## src/rtl/pc_sequencer_pkg.sv

```systemverilog
// Shared definitions for the fetch-stage PC sequencer.
// Holds the op_type encodings, the fault codes, the sequencer state enum
// and the default width and stack-depth parameters.
package pc_seq_pkg;

    localparam int unsigned PC_W_DEF  = 19;
    localparam int unsigned DEPTH_DEF = 56;

    typedef enum logic [1:0] {
        OP_SEQ  = 2'b00,
        OP_JMP  = 2'b01,
        OP_CALL = 2'b10,
        OP_RET  = 2'b11
    } op_e;

    typedef enum logic [1:0] {
        FC_NONE      = 2'b00,
        FC_OVERFLOW  = 2'b01,
        FC_UNDERFLOW = 2'b10
    } fault_code_e;

    typedef enum logic [1:0] {
        ST_RUN,
        ST_SETTLE,
        ST_FAULT
    } state_e;

endpackage

```

## src/rtl/pc_sequencer.sv

```systemverilog
// Fetch-stage program-counter sequencer, upstream of the return-address stack.
// Accepts one control-flow op per cycle (seq/jump/call/ret), drives the
// stack's call/ret strobes and return address, reloads the PC from
// top-of-stack on return, and tracks occupancy so that overflow/underflow
// become a sticky fault rather than a corrupted stack.
//
// Ports:
//   clk, rst          clock (rising edge), async active-high reset
//   stall             freeze: no op accepted, all state held
//   op_valid/op_type  op presented this cycle (00 seq, 01 jump, 10 call, 11 ret)
//   target            jump/call destination
//   tos_data          combinational top-of-stack read from the stack
//   pc, pc_valid      current PC and whether it is fetchable this cycle
//   call, push_data   one-cycle push strobe and the return address to write
//   ret               one-cycle pop strobe
//   depth             entries currently on the stack
//   fault, fault_code sticky fault flag and its cause (01 overflow, 10 underflow)
//   clr_fault         clears the fault; only honoured while faulted
module pc_sequencer
    import pc_seq_pkg::*;
#(
    parameter int unsigned     PC_W     = PC_W_DEF,
    parameter int unsigned     DEPTH    = DEPTH_DEF,
    parameter logic [PC_W-1:0] RESET_PC = '0
) (
    input  logic            clk,
    input  logic            rst,
    input  logic            stall,
    input  logic            op_valid,
    input  logic [1:0]      op_type,
    input  logic [PC_W-1:0] target,
    input  logic [PC_W-1:0] tos_data,
    output logic [PC_W-1:0] pc,
    output logic            pc_valid,
    output logic            call,
    output logic [PC_W-1:0] push_data,
    output logic            ret,
    output logic [7:0]      depth,
    output logic            fault,
    output logic [1:0]      fault_code,
    input  logic            clr_fault
);

    localparam logic [7:0] DEPTH_MAX = 8'(DEPTH);

    state_e          state_q, state_d;
    logic [PC_W-1:0] pc_q, pc_d;
    logic            pc_valid_q, pc_valid_d;
    logic            call_q, call_d;
    logic            ret_q, ret_d;
    logic [PC_W-1:0] push_data_q, push_data_d;
    logic [7:0]      depth_q, depth_d;
    logic            fault_q, fault_d;
    fault_code_e     fault_code_q, fault_code_d;

    logic [PC_W-1:0] pc_inc;

    // Natural truncation gives the all-ones -> zero wrap.
    assign pc_inc = pc_q + PC_W'(1);

    always_comb begin
        state_d      = state_q;
        pc_d         = pc_q;
        push_data_d  = push_data_q;
        depth_d      = depth_q;
        fault_d      = fault_q;
        fault_code_d = fault_code_q;
        call_d       = 1'b0;
        ret_d        = 1'b0;

        if (!stall) begin
            unique case (state_q)
                ST_RUN: begin
                    if (op_valid) begin
                        case (op_e'(op_type))
                            OP_SEQ: pc_d = pc_inc;
                            OP_JMP: pc_d = target;
                            OP_CALL: begin
                                if (depth_q < DEPTH_MAX) begin
                                    push_data_d = pc_inc;
                                    call_d      = 1'b1;
                                    pc_d        = target;
                                    depth_d     = depth_q + 8'd1;
                                    state_d     = ST_SETTLE;
                                end else begin
                                    fault_d      = 1'b1;
                                    fault_code_d = FC_OVERFLOW;
                                    state_d      = ST_FAULT;
                                end
                            end
                            OP_RET: begin
                                if (depth_q != '0) begin
                                    pc_d    = tos_data;
                                    ret_d   = 1'b1;
                                    depth_d = depth_q - 8'd1;
                                    state_d = ST_SETTLE;
                                end else begin
                                    fault_d      = 1'b1;
                                    fault_code_d = FC_UNDERFLOW;
                                    state_d      = ST_FAULT;
                                end
                            end
                        endcase
                    end
                end
                // One bubble while the stack pointer moves, so tos_data is
                // coherent again by the time RUN resumes.
                ST_SETTLE: state_d = ST_RUN;
                ST_FAULT: begin
                    if (clr_fault) begin
                        fault_d      = 1'b0;
                        fault_code_d = FC_NONE;
                        state_d      = ST_RUN;
                    end
                end
                default: state_d = ST_RUN;
            endcase
        end

        // Registered: fetchable exactly when the next state is RUN.
        pc_valid_d = (state_d == ST_RUN);
    end

    always_ff @(posedge clk or posedge rst) begin
        if (rst) begin
            state_q      <= ST_RUN;
            pc_q         <= RESET_PC;
            pc_valid_q   <= 1'b0;
            call_q       <= 1'b0;
            ret_q        <= 1'b0;
            push_data_q  <= '0;
            depth_q      <= '0;
            fault_q      <= 1'b0;
            fault_code_q <= FC_NONE;
        end else begin
            state_q      <= state_d;
            pc_q         <= pc_d;
            pc_valid_q   <= pc_valid_d;
            call_q       <= call_d;
            ret_q        <= ret_d;
            push_data_q  <= push_data_d;
            depth_q      <= depth_d;
            fault_q      <= fault_d;
            fault_code_q <= fault_code_d;
        end
    end

    assign pc         = pc_q;
    assign pc_valid   = pc_valid_q;
    assign call       = call_q;
    assign ret        = ret_q;
    assign push_data  = push_data_q;
    assign depth      = depth_q;
    assign fault      = fault_q;
    assign fault_code = fault_code_q;

endmodule
```

## config.mk

```make
export PLATFORM = sky130hd
export DESIGN_NAME = pc_sequencer
export DESIGN_NICKNAME = d
export VERILOG_FILES = /design/src/rtl/pc_sequencer_pkg.sv /design/src/rtl/pc_sequencer.sv
export SDC_FILE = /design/constraint.sdc
export NUM_CORES = 1
export LEC_CHECK = 0
export ABC_AREA = 0
export CORE_MARGIN = 1.5
export CORE_UTILIZATION = 26
export CTS_CLUSTER_SIZE = 40
export DETAILED_ROUTE_END_ITERATION = 8
export GPL_TIMING_DRIVEN = 0
export HOLD_SLACK_MARGIN = 0.15
export SLEW_MARGIN = 30
export SYNTH_ARGS = -nofsm -noshare
export SYNTH_HDL_FRONTEND = slang
export SYNTH_SLANG_ARGS = --single-unit
```

## constraint.sdc

```tcl
create_clock -name clk -period 1.7 [get_ports clk]
set_input_delay 0.34 -clock clk [delete_from_list [all_inputs] [get_ports clk]]
set_output_delay 0.34 -clock clk [all_outputs]
set_load 0.01 [all_outputs]
```

==> out/qor.json <==
{
  "run_status": {"value": "finished, violations left"},
  "violations": {"value": "negative setup slack"},
  "fin_total_pwr": {"value": 7.86, "unit": "mW"},
  "routed_wire_length_per_instance": {"value": 17.4, "unit": "µm"},
  "final.fill_count": {"value": 1114},
  "die-width": {"value": 114, "unit": "µm"},
  "postLayoutCellArea": {"value": 5330, "unit": "µm²"},
  "grt-ovfl-total": {"value": 0},
  "post_layout_nonfiller_instances": {"value": 628},
  "power.share.clock": {"value": 0.156},
  "critPathTopFamily": {"value": "simple AND/OR/NAND/NOR gates"},
  "crit_path_start_kind": {"value": "flip-flop"},
  "drc": {"value": 0},
  "hold_slack": {"value": 0.326, "unit": "ns"},
  "powerDensity": {"value": 1470, "unit": "nW/µm²"},
  "area.sequential": {"value": 1380, "unit": "µm²"},
  "final_critical_period": {"value": 1.91, "unit": "ns"},
  "timing.final.crit_share": {"value": 1.12},
  "mapped_nets": {"value": 389},
  "setup_viol_count_final": {"value": 46},
  "detailedRoute.firstIterationViolations": {"value": 129},
  "total_leakage_power": {"value": 2.23, "unit": "nW"},
  "finalMaxSlewViolations": {"value": 0},
  "yosysWarnings": {"value": 0},
  "dp_hpwl": {"value": 7.63, "unit": "mm"},
  "worst-r2r-setup-slack": {"value": -0.21, "unit": "ns"},
  "layout.cells.most_common": {"value": "sky130_fd_sc_hd__clkdlybuf4s50_1"},
  "floorplan.core_area": {"value": 12000, "unit": "µm²"},
  "cts-root-buf": {"value": "sky130_fd_sc_hd__clkbuf_16"},
  "finalWorstSetupSlack": {"value": -0.205, "unit": "ns"},
  "die_area": {"value": 12900, "unit": "µm²"},
  "relSlewSlack": {"value": 0.668},
  "cts.reportedPaths.clkPinSlew": {"value": 0.07, "unit": "ns"},
  "power.sequential.fraction": {"value": 0.328},
  "sinks_on_the_clock_net": {"value": 54},
  "final_util": {"value": 0.446},
  "critical-path-max-stage-delay": {"value": 0.57, "unit": "ns"},
  "syn-cell-area": {"value": 3180, "unit": "µm²"},
  "cp.required": {"value": 1.90, "unit": "ns"},
  "timing.fmax": {"value": 0.525, "unit": "GHz"},
  "drt_first_pass_iters": {"value": 4},
  "timing.hold.worst.class": {"value": "in2async"},
  "port-buffer-count": {"value": 96},
  "synth_area_per_cell": {"value": 9.54, "unit": "µm²"},
  "critical_path.n_buffers_inverters": {"value": 1},
  "grt_start_max_net_pins": {"value": 40},
  "commonest_cells_after_routing_fill_and_taps_aside": {"value": "sky130_fd_sc_hd__clkdlybuf4s50_1, sky130_fd_sc_hd__nand2_1, sky130_fd_sc_hd__buf_4"},
  "worst_skew_pair.late_latency": {"value": 0.30, "unit": "ns"},
  "rsz_0062_raised_after_global_routing": {"value": "yes"},
  "comb_power_share": {"value": 0.517},
  "io-pin-count": {"value": 97},
  "crit_path_end_kind": {"value": "flip-flop"},
  "dp_cells": {"value": 577},
  "post_synth_cell_types": {"value": 53},
  "routed_wl": {"value": 10.9, "unit": "mm"},
  "globalRouteTotalUtil": {"value": 0.168},
  "timing.critical_path.slowest_stage_cell": {"value": "sky130_fd_sc_hd__or4b_4"},
  "instance_count_of_the_mapped_netlist": {"value": 333},
  "power_switching": {"value": 2.90, "unit": "mW"},
  "antenna_found_initial": {"value": 0},
  "grt_first_pass_wirelength": {"value": 17.1, "unit": "mm"},
  "multi_input_area": {"value": 1990, "unit": "µm²"},
  "data_arrival_time_of_the_critical_path": {"value": 2.10, "unit": "ns"},
  "area_growth_syn_to_layout": {"value": 68.0, "unit": "%"},
  "sequential_cell_area_fraction_in_the_yosys_report": {"value": 0.426},
  "irDropWorstVdd": {"value": 0.684, "unit": "mV"},
  "postCtsHoldBufs": {"value": 0},
  "clock_skew": {"value": 0.0101, "unit": "ns"},
  "dpl_cell_area": {"value": 4410, "unit": "µm²"},
  "vias_per_cell": {"value": 5.19},
  "vias": {"value": 3259},
  "antenna_cells": {"value": 0},
  "cts_htree_levels": {"value": 2},
  "ys_seq_elements": {"value": 54},
  "timing.critical_path.cells": {"value": "or4b_4 -> a21oi_4 -> buf_6 -> nand2_8 -> or3_4 -> o311ai_4"},
  "largest_fanout_of_any_net_on_the_critical_path": {"value": 7},
  "grt_pass1_vias": {"value": 3296},
  "routabilityCongestion": {"value": 0.874},
  "final_layout_size_suffix_gt1_frac": {"value": 0.318},
  "die_height": {"value": 114, "unit": "µm"},
  "criticalPathCategory": {"value": "reg2reg"},
  "clock_tree_from_tritoncts": {"value": "built"},
  "clk_path_buf_depth": {"value": 2},
  "fin_nets": {"value": 536},
  "power.switching_fraction": {"value": 0.369},
  "tritoncts.num_buffers": {"value": 5},
  "finalHoldViolCount": {"value": 0},
  "max_slew.worst_pin.slew": {"value": 0.498, "unit": "ns"},
  "maxCapViolations": {"value": 0},
  "internal_power": {"value": 4.96, "unit": "mW"},
  "initial_utilization": {"value": 0.265},
  "num_rows": {"value": 40},
  "drt.antenna.violating_nets": {"value": 0}
}
==> per-layer routing <==
| metal | track usage | part of all wire | up-vias |
|---|---|---|---|
| met5 | 0 | 0 | - |
| met4 | 0.0625 | 0.026 | 0 |
| met3 | 0.0276 | 0.050 | 20 |
| met2 | 0.288 | 0.50 | 92 |
| met1 | 0.212 | 0.42 | 1607 |
| li1 | - | - | 1540 |
==> path summary, 6_finish.rpt <==
check,from,end,cells after the start
setup reg to reg,state_q[0],pc[0],6
min in group clk,push_data[11],push_data[11],2
setup / recovery,state_q[0],pc[0],6
hold reg to reg,push_data[11],push_data[11],2
hold / removal,rst,state_q[0],2
max in group asynchronous,rst,pc[15],3
==> cell type report <==
| cell class | instances | share of cell area |
|---|---|---|
| Buffer | 19 | 0.0331 |
| Multi-Input combinational cell | 249 | 0.373 |
| Clock buffer | 6 | 0.0260 |
| Inverter | 8 | 0.00610 |
| Clock inverter | 2 | 0.00727 |
| Sequential cell | 54 | 0.258 |
| Tap cell | 147 | 0.0345 |
| Timing Repair Buffer | 143 | 0.262 |
==> through the flow <==
| stage | setup slack [ns] | TNS, ns |
|---|---|---|
| floorplan | -0.0884 | -0.758 |
| global placement | -1.25 | -105.52 |
| detailed placement | -1.06 | -48.11 |
| CTS | -0.161 | -3.05 |
| global route | -0.255 | -8.67 |
| finish | -0.205 | -4.72 |
==> synth_stat cells, drive strengths merged <==
cell type	count	area, µm²
o211ai	5	37.5
and3	8	50.1
o21ai	37	189
nor4	2	12.5
buf	9	55.1
inv	8	30.0
a31oi	8	50.1
nand4	4	25.0
nand2	41	161
o22a	9	80.1
nand3	11	55.1
and4	3	26.3
a221oi	15	138
clkbuf	13	50.0
xor2	11	96.3
a41oi	2	17.5
a221o	5	50.1
nor2b	1	6.26
nor3	3	20.0
mux2i	2	20.0
ha	10	125
or3	1	6.26
o311a	1	10.0
fa	1	20.0
o41ai	1	8.76
a311oi	1	8.76
o311ai	1	8.76
a21o	4	30.0
a22oi	1	7.51
dfrtp	54	1350
a2bb2oi	5	43.8
o31ai	1	7.51
nor2	8	30.0
o21a	4	30.0
a311o	1	11.3
xnor2	13	114
a21oi	19	106
mux2	2	22.5
and2	4	27.5
or4	2	15.0
or4b	1	13.8
a211oi	1	7.51
==> logic make-up after synthesis <==
group                    after synthesis  synth area share
AO/OA/AOI/OAI                        121             0.265
XOR/XNOR                              24            0.0662
adder cells (fa/ha/maj)               11            0.0457
buffers and inverters                 30            0.0426
flip-flops                            54             0.426
multiplexers                           4            0.0134
AND/OR/NAND/NOR                       89             0.141
==> power groups by stage <==
stage                     sequential, mW  clock, mW  combinational, mW
after floorplan                     2.69          0               1.42
after global placement              2.55          0               3.19
after global routing                2.68       1.29               4.40
after detailed placement            2.58          0               3.24
final                               2.58       1.22               4.06
after CTS                           2.58       1.26               3.73
==> sequential cells by signal, indices dropped and copies added (netlist names), 2 cells and up <==
name / flops
depth: 8
fault_code: 2
pc: 19
push_data: 19
state_q: 2
==> worst reg2reg max path: cells and delay by family, from the launching register on <==
family	cells	cell delay [ns]
flip-flops	1	0.40
buffers and inverters	1	0.15
AO/OA/AOI/OAI	2	0.26
AND/OR/NAND/NOR	3	1.01
==> timing repair <==
item	in CTS	in global routing
hold endpoints to repair	0	0
resized for setup	85	40
pin swaps	16	15
cloned	3	0
endpoints found under the setup margin	61	61
setup buffers	31	12
(Power assumes the default switching activity.)
